==> src/rtl/capture_scheduler.sv <==
// -----------------------------------------------------------------------------
// capture_scheduler
//
// Sequences frame captures for the two Stonyman camera channels. Issues
// one-cycle frame_capture_start pulses to cam0, cam1, or alternately to both,
// waits for the selected camera's frame_capture_done, then holds off for a
// programmable inter-frame gap before idling or re-arming.
//
// Optional build macro: SCHED_TIMEOUT_EN
//   defined   : a watchdog counts cycles in WAIT_DONE. After TIMEOUT_CYCLES
//               cycles without the selected done, it sets the sticky
//               timeout_err flag and moves to GAP without counting the frame.
//   undefined : no watchdog. WAIT_DONE waits indefinitely, timeout_err is
//               held at 0 and err_clear is ignored.
//
// Handshake: the start outputs are single-cycle, registered pulses with no
// acknowledge. A start is only issued when the selected camera's busy input
// was low at the issuing edge. A done is honoured only from the selected
// camera, and only while in WAIT_DONE.
//
// Ports:
//   clk                      in   system clock, rising edge
//   reset                    in   synchronous active-low reset
//   enable                   in   scheduler enable
//   continuous               in   1: re-arm after each gap, 0: one frame per trigger
//   mode[1:0]                in   00 cam0, 01 cam1, 1x alternate (cam0 first)
//   period[PERIOD_W-1:0]     in   idle cycles spent in GAP after each frame
//   sw_trigger               in   single-cycle start request (IDLE only)
//   err_clear                in   clears timeout_err (a same-cycle timeout wins)
//   cam0_controller_busy     in   stonyman0 busy
//   cam0_frame_capture_done  in   stonyman0 done pulse
//   cam1_controller_busy     in   stonyman1 busy
//   cam1_frame_capture_done  in   stonyman1 done pulse
//   cam0_frame_capture_start out  one-cycle start pulse to stonyman0
//   cam1_frame_capture_start out  one-cycle start pulse to stonyman1
//   active_cam               out  camera of the current or last frame
//   sched_busy               out  high whenever the FSM is not in IDLE
//   frame_count              out  completed frames, wraps at all-ones
//   timeout_err              out  sticky watchdog flag
//   o_dbg_state[1:0]         out  FSM state (0 IDLE, 1 START, 2 WAIT_DONE, 3 GAP)
// -----------------------------------------------------------------------------
module capture_scheduler #(
   parameter int PERIOD_W       = 16,
   parameter int COUNT_W        = 16,
   parameter int TIMEOUT_CYCLES = 4000000
) (
   input  logic                clk,
   input  logic                reset,
   input  logic                enable,
   input  logic                continuous,
   input  logic [1:0]          mode,
   input  logic [PERIOD_W-1:0] period,
   input  logic                sw_trigger,
   input  logic                err_clear,
   input  logic                cam0_controller_busy,
   input  logic                cam0_frame_capture_done,
   input  logic                cam1_controller_busy,
   input  logic                cam1_frame_capture_done,
   output logic                cam0_frame_capture_start,
   output logic                cam1_frame_capture_start,
   output logic                active_cam,
   output logic                sched_busy,
   output logic [COUNT_W-1:0]  frame_count,
   output logic                timeout_err,
   output logic [1:0]          o_dbg_state
);

   typedef enum logic [1:0] {
      S_IDLE      = 2'd0,
      S_START     = 2'd1,
      S_WAIT_DONE = 2'd2,
      S_GAP       = 2'd3
   } state_t;

   state_t                r_state;
   logic                  r_alt;        // latched mode[1]: alternate cameras
   logic [PERIOD_W-1:0]   r_period;     // latched period
   logic [PERIOD_W-1:0]   r_gap;        // inter-frame gap down-counter
   logic                  r_next_cam;   // camera used by the next alternating frame
   logic                  r_active_cam;
   logic                  r_start0;
   logic                  r_start1;
   logic                  r_busy;
   logic [COUNT_W-1:0]    r_count;
   logic                  r_timeout_err;

   logic                  w_trigger;
   logic                  w_arm_cam;
   logic                  w_sel_busy;
   logic                  w_sel_done;

   // Arming condition shared by IDLE and the GAP re-arm path.
   assign w_trigger  = enable && (sw_trigger || continuous);

   // Camera chosen at the moment of arming. In alternate mode r_next_cam has
   // already been toggled by the previous frame's completion.
   assign w_arm_cam  = mode[1] ? r_next_cam : mode[0];

   // Busy/done of the camera selected for the current frame.
   assign w_sel_busy = r_active_cam ? cam1_controller_busy    : cam0_controller_busy;
   assign w_sel_done = r_active_cam ? cam1_frame_capture_done : cam0_frame_capture_done;

`ifdef SCHED_TIMEOUT_EN
   localparam int TO_W = (TIMEOUT_CYCLES > 1) ? $clog2(TIMEOUT_CYCLES) : 1;
   localparam logic [TO_W-1:0] TO_LAST = TO_W'(TIMEOUT_CYCLES - 1);
   logic [TO_W-1:0]       r_to_cnt;
`else
   // Without the watchdog, err_clear and TIMEOUT_CYCLES have no function.
   logic                  w_unused;
   assign w_unused = err_clear ^ (TIMEOUT_CYCLES < 2);
`endif

   always_ff @(posedge clk) begin
      if (!reset) begin
         r_state       <= S_IDLE;
         r_alt         <= 1'b0;
         r_period      <= '0;
         r_gap         <= '0;
         r_next_cam    <= 1'b0;
         r_active_cam  <= 1'b0;
         r_start0      <= 1'b0;
         r_start1      <= 1'b0;
         r_busy        <= 1'b0;
         r_count       <= '0;
         r_timeout_err <= 1'b0;
`ifdef SCHED_TIMEOUT_EN
         r_to_cnt      <= '0;
`endif
      end else begin
         // Start outputs are pulses: low unless set below this cycle.
         r_start0 <= 1'b0;
         r_start1 <= 1'b0;

`ifdef SCHED_TIMEOUT_EN
         // A timeout set later in this block overrides this clear.
         if (err_clear) begin
            r_timeout_err <= 1'b0;
         end
`endif

         case (r_state)
            S_IDLE: begin
               if (w_trigger) begin
                  r_alt        <= mode[1];
                  r_period     <= period;
                  r_active_cam <= w_arm_cam;
                  r_state      <= S_START;
                  r_busy       <= 1'b1;
               end
            end

            S_START: begin
               if (!enable) begin
                  r_state <= S_IDLE;
                  r_busy  <= 1'b0;
               end else if (!w_sel_busy) begin
                  r_start0 <= ~r_active_cam;
                  r_start1 <= r_active_cam;
                  r_state  <= S_WAIT_DONE;
`ifdef SCHED_TIMEOUT_EN
                  r_to_cnt <= '0;
`endif
               end
            end

            // enable is deliberately ignored here: a Stonyman readout cannot
            // be interrupted, so the frame always runs to completion.
            S_WAIT_DONE: begin
               if (w_sel_done) begin
                  r_count <= r_count + 1'b1;
                  if (r_alt) begin
                     r_next_cam <= ~r_next_cam;
                  end
                  r_gap   <= r_period;
                  r_state <= S_GAP;
               end
`ifdef SCHED_TIMEOUT_EN
               else if (r_to_cnt == TO_LAST) begin
                  // Abandon the frame: flag it, do not count it, but keep the
                  // alternation moving so the other camera gets its turn.
                  r_timeout_err <= 1'b1;
                  if (r_alt) begin
                     r_next_cam <= ~r_next_cam;
                  end
                  r_gap   <= r_period;
                  r_state <= S_GAP;
               end else begin
                  r_to_cnt <= r_to_cnt + 1'b1;
               end
`endif
            end

            S_GAP: begin
               if (!enable) begin
                  r_state <= S_IDLE;
                  r_busy  <= 1'b0;
               end else if (r_gap == '0) begin
                  if (continuous) begin
                     // Re-arm with freshly sampled configuration.
                     r_alt        <= mode[1];
                     r_period     <= period;
                     r_active_cam <= w_arm_cam;
                     r_state      <= S_START;
                  end else begin
                     r_state <= S_IDLE;
                     r_busy  <= 1'b0;
                  end
               end else begin
                  r_gap <= r_gap - 1'b1;
               end
            end

            default: begin
               r_state <= S_IDLE;
               r_busy  <= 1'b0;
            end
         endcase
      end
   end

   assign cam0_frame_capture_start = r_start0;
   assign cam1_frame_capture_start = r_start1;
   assign active_cam               = r_active_cam;
   assign sched_busy               = r_busy;
   assign frame_count              = r_count;
   assign timeout_err              = r_timeout_err;
   assign o_dbg_state              = r_state;

endmodule

==> config.mk <==
export PLATFORM = sky130hd
export DESIGN_NAME = capture_scheduler
export DESIGN_NICKNAME = d
export VERILOG_FILES = /design/src/rtl/capture_scheduler.sv
export SDC_FILE = /design/constraint.sdc
export NUM_CORES = 1
export LEC_CHECK = 0
export ABC_CLOCK_PERIOD_IN_PS = 1900
export BUFFER_PORTS_ARGS = -buffer_cell sky130_fd_sc_hd__buf_2
export CORE_MARGIN = 2
export CORE_UTILIZATION = 33
export CTS_BUF_LIST = sky130_fd_sc_hd__clkbuf_8
export DETAILED_ROUTE_END_ITERATION = 10
export SYNTH_ARGS = -nofsm -noshare
export SYNTH_HDL_FRONTEND = slang
export SYNTH_SLANG_ARGS = --single-unit
export TNS_END_PERCENT = 1
==> constraint.sdc <==
create_clock -name clk -period 1.9 [get_ports clk]
set_input_delay 0.19 -clock clk [delete_from_list [all_inputs] [get_ports clk]]
set_output_delay 0.19 -clock clk [all_outputs]
set_load 0.01 [all_outputs]
; ---- Word-level counts from Yosys, hierarchy flattened
; Index checks and enable logic that the tools add are counted.
[word_totals]
inputBits = 28
elab_cells = 80
output_inout_bits = 23
reg_bits = 56
[classes]
n_reduce_logical = 14
eq_ne = 13
n_mux = 36
add_sub_neg = 2
n_bitwise = 5
[op_table]
columns = op, n
row1 = $mux 16, 7
row2 = $pmux 16 s2, 2
row3 = $mux 1, 17
row4 = $add 16x1->16 const B, 1
row5 = $logic_not 16->1, 1
row6 = $sub 16x1->16 const B, 1
row7 = $ne 2x2->1 const B, 7
row8 = $mux 2, 6
row9 = $reduce_and 5->1, 2
row10 = $ne 3x3->1 const B, 3
row11 = $pmux 2 s4, 1
row12 = $reduce_and 4->1, 2
row13 = $not 1->1, 5
row14 = $eq 2x2->1 const B, 2
row15 = $pmux 1 s2, 2
row16 = $reduce_bool 2->1, 2
row17 = $reduce_or 4->1, 1
row18 = $pmux 1 s3, 1
row19 = $reduce_and 3->1, 1
row20 = $reduce_bool 3->1, 1
row21 = $eq 2x1->1 const B, 1
row22 = $logic_not 2->1, 1
row23 = $reduce_and 2->1, 1
row24 = $logic_and 1x1->1, 1
row25 = $logic_or 1x1->1, 1

; ---- Depth between registers and ports, before layout
[depth]
depth_word = 5
depth_mapped = 9
ltp_nobuf = 7

; ---- Worst setup path before layout
; OpenSTA, ideal clock, no wires.
[synth_path]
kind = reg2reg
startpoint = register r_gap[0]
endpoint = register r_period[2]
required_ps = 1784
stages_incl_launch_ff = 10
synth_period_minus_slack_ps = 2031
arrival_time_ps = 1915
setup_slack_ps = -131
setup_time_ps = 116
n_path_buf = 2
cell_sequence = dfxtp_1 > inv_1 > ha_1 > or3b_4 > nor3_4 > a31o_1 > buf_6 > buf_12 > mux2i_1 > nor2b_1
[synth_between]
elab_chain_len = 3
[synth_lines]
columns = item, line
row1 = start: declaration, 78  ; logic [PERIOD_W-1:0] r_gap;
row2 = start signal: assignment, 174  ; r_gap <= r_period;
row3 = start signal: assignment, 209  ; r_gap <= r_gap - 1'b1;
row4 = $logic_not 16->1, 197  ; end else if (r_gap == '0) begin
row5 = $ne 2x2->1 (no line), --
row6 = $reduce_and 5->1 (no line), --
row7 = end signal: assignment, 145  ; r_period <= period;
row8 = end signal: assignment, 201  ; r_period <= period;
row9 = end: declaration, 77  ; logic [PERIOD_W-1:0] r_period;
; No other way between the ends.
; A chain may end at the register's enable or synchronous reset.

; ---- Worst setup path after layout
[layout_path]
startpoint = register r_gap[1]
endpoint = register r_period[11]
; The elaborated chain is that of the path after synthesis.

==> results.yml <==
outcome:
  status: "complete, but fails checks"
  violations: "negative setup slack"
logic_synthesis:
  synth.area.mux_share: 0.0709
  syn_inst: 332
  syn-num-nets: 362
  yosys.area_share.simple: 0.277
  synth_warnings: 0
  synth_top_family_by_area: "simple AND/OR/NAND/NOR gates"
  ys_seq_area_frac: 0.395
  synth_cell_types: 51
  synth_seq_cells: 56
  syn-cell-area_sq_um: 2840
  synth_xor_area_frac: 0.0370
  synth_top_area_frac: 0.395
  synth_compound_area_frac: 0.164
  synth_top_cell_by_area: "dfxtp_1"
  synth_adder_area_share: 0.00881
  ys.flop_type: "dfxtp_1"
  synth_area_leaders: "dfxtp_1 (39%), mux2i_1 (6.7%), nand2_1 (5.6%)"
  async_flop_share: 0
  yosysMostFrequentCell: "dfxtp_1"
  syn_avg_cell_area_sq_um: 8.55
  synth_edf_count: 0
  synthTopCellsByCount: "dfxtp_1 (56), nand2_1 (42), o21ai_0 (21)"
cells_and_area:
  diodes: 0
  nFillCells: 836
  area_growth_pct: 24.4
  layout-drive-gt1-share: 0.268
  num-nets-final: 429
  fin_area_sq_um: 3530
  finalNonFillerCells: 504
global_route:
  grt_first_pass_wirelength_um: 10800
  grt_pass1_vias: 2368
  antenna_found_initial: 0
  grt_max_degree: 34
  grt.overflow.total: 0
  grtUsageTotal: 0.136
timing:
  fin_skew_ns: 0.00620
  layout_setup_ws_ns: -0.0748
  drv_slew: 0
  rsz0062_at_grt: "true"
  final_hold_viol_count: 0
  fin_crit_sh: 1.04
  fmax_ghz: 0.506
  setup_viol: 27
  final.min_clock_period_ns: 1.97
floorplanning:
  num_io_pins: 51
  core_area_sq_um: 8300
  die-area_sq_um: 9360
  die_h_um: 96.8
  initial_core_util: 0.342
  die_width_um: 96.8
  std_cell_rows: 33
worst_setup_path:
  end_kind: "register"
  crit_fanout: 6
  r2r-start: "r_gap[1]$_SDFFE_PN0P_"
  crit_type: "reg -> reg"
  cp.required_ns: 2.10
  worstPathArrival_ns: 2.18
  setup.worst_path.start: "r_gap[1]$_SDFFE_PN0P_"
  start_kind: "register"
place:
  placed_area_sq_um: 3370
  routabilityCongestion: 0.799
  hpwl_um: 4540
  numPortBuffers: 48
  numPlacedInstances: 496
clock_tree:
  numCtsBuffers: 5
  clock_latency_ns: 0.30
  cts_root_buf: "clkbuf_8"
  ctsHoldBuffers: 0
  clock_sinks: 56
  cts_tree: "done"
  clock_path_buffers: 2
  cts_max_level: 2
  clkSlewWorstSetupHoldPaths_ns: 0.10
drt:
  dr.pass1.iters: 4
  drtAntennaViolNets: 0
  drc_errors: 0
  num_vias: 2479
  drt_iter0_markers: 88
  post_drt_wl_per_cell_um: 12.8
  routed_wl_um: 6440
  viasPerCell: 4.92
hold_path:
  hp-start: "cam1_controller_busy"
  hp-class: "in -> reg"
power_and_ir_drop:
  p_per_area_nw_per_um2: 599
  ir_drop_v: 0.000325
  p_leak_nw: 1.45
  p_total_mw: 2.12
job:
  drv_cap: 0
==> routing by layer <==
metal  vias to the layer above  share of wire  GRT usage
li1                       1294              -          -
met1                      1140           0.49      0.174
met2                        40           0.47      0.232
met3                         5          0.031     0.0267
met4                         0         0.0084     0.0401
met5                         -              0          0
==> registers in the layout (all words and copies together), names as in the netlist, named ones only <==
register,cells
frame_count,16
r_gap,16
r_period,16
active_cam,1
cam0_frame_capture_start,1
cam1_frame_capture_start,1
o_dbg_state,1
r_alt,1
r_next_cam,1
sched_busy,1
==> area by class of cell <==
class	instances	area (sq um)	share of cell area
clock inverter	2	8.76	0.00248
multi-input combinational	251	1640	0.465
sequential	56	1120	0.318
clock buffer	5	68.8	0.0195
inverter	6	22.5	0.00637
timing repair buffer	79	534	0.151
tap	105	131	0.0372
==> power breakdown <==
part | total, mW | internal [mW] | switching [mW] | leakage [nW]
sequential | 1.23 | 1.21 | 0.0191 | 0.455
clock | 0.616 | 0.247 | 0.369 | 0.0452
combinational | 0.272 | 0.138 | 0.134 | 0.948
==> cells by family after synthesis <==
family	Yosys count
muxes	20
and+or+nand+nor	144
adders and majority gates	2
other	1
AOI/OAI and AO/OA	72
xor gates and xnor gates	12
DFF	56
buffers and inverters	25
==> placed cells by master, fill, tap and decap left out, types with 3 or more instances in the layout <==
cell,n
nand3_1,9
a21boi_1,4
dfxtp_1,54
o211ai_1,6
nor2_1,12
xnor2_1,6
a21boi_0,7
a21o_1,3
inv_1,5
nand2b_1,5
and2_1,16
mux2i_1,19
or3_1,6
nor3_1,11
buf_2,48
o21ai_1,4
xor2_1,6
nand2_1,41
buf_4,25
nand4_1,4
nor4_1,3
o22ai_1,3
clkbuf_8,5
nor2b_1,20
o21ai_0,17
a21oi_1,12
==> timing repair <==
action / in CTS / in global routing
setup buffers: 0 / 0
cloned: 0 / 1
pin swaps: 1 / 9
endpoints found under the setup margin: 34 / 36
gates resized for setup: 4 / 17
==> per-stage QoR <==
step,util,setup WS [ns],hold slack (ns),setup TNS (ns)
finish,0.426,-0.0748,0.0589,-1.21
global route,0.426,-0.163,0.0484,-3.56
CTS,0.418,-0.0904,0.0521,-1.05
detailed placement,0.406,-0.101,0.377,-1.82
global placement,0.406,-0.0460,0.375,-0.687
floorplan,-,-0.111,0.266,-1.14
==> critical path, stage by stage, from the launching register on <==
cell	delay [ns]
dfxtp_2	0.34
inv_2	0.06
ha_4	0.13
or3b_4	0.39
nor3_4	0.30
a31o_4	0.25
buf_8	0.14
mux2i_1	0.20
nor2b_1	0.06
==> path summary, 6_finish.rpt <==
check	cells after the start	slack (ns)	end
max	8	-0.07	r_period[11]$_SDFFE_PN0P_
min	2	0.06	cam1_frame_capture_start$_SDFF_PP0_
max reg2reg	8	-0.07	r_period[11]$_SDFFE_PN0P_
min reg2reg	2	0.47	r_gap[9]$_SDFFE_PN0P_
Note: power is estimated with default switching activity, not from simulation.
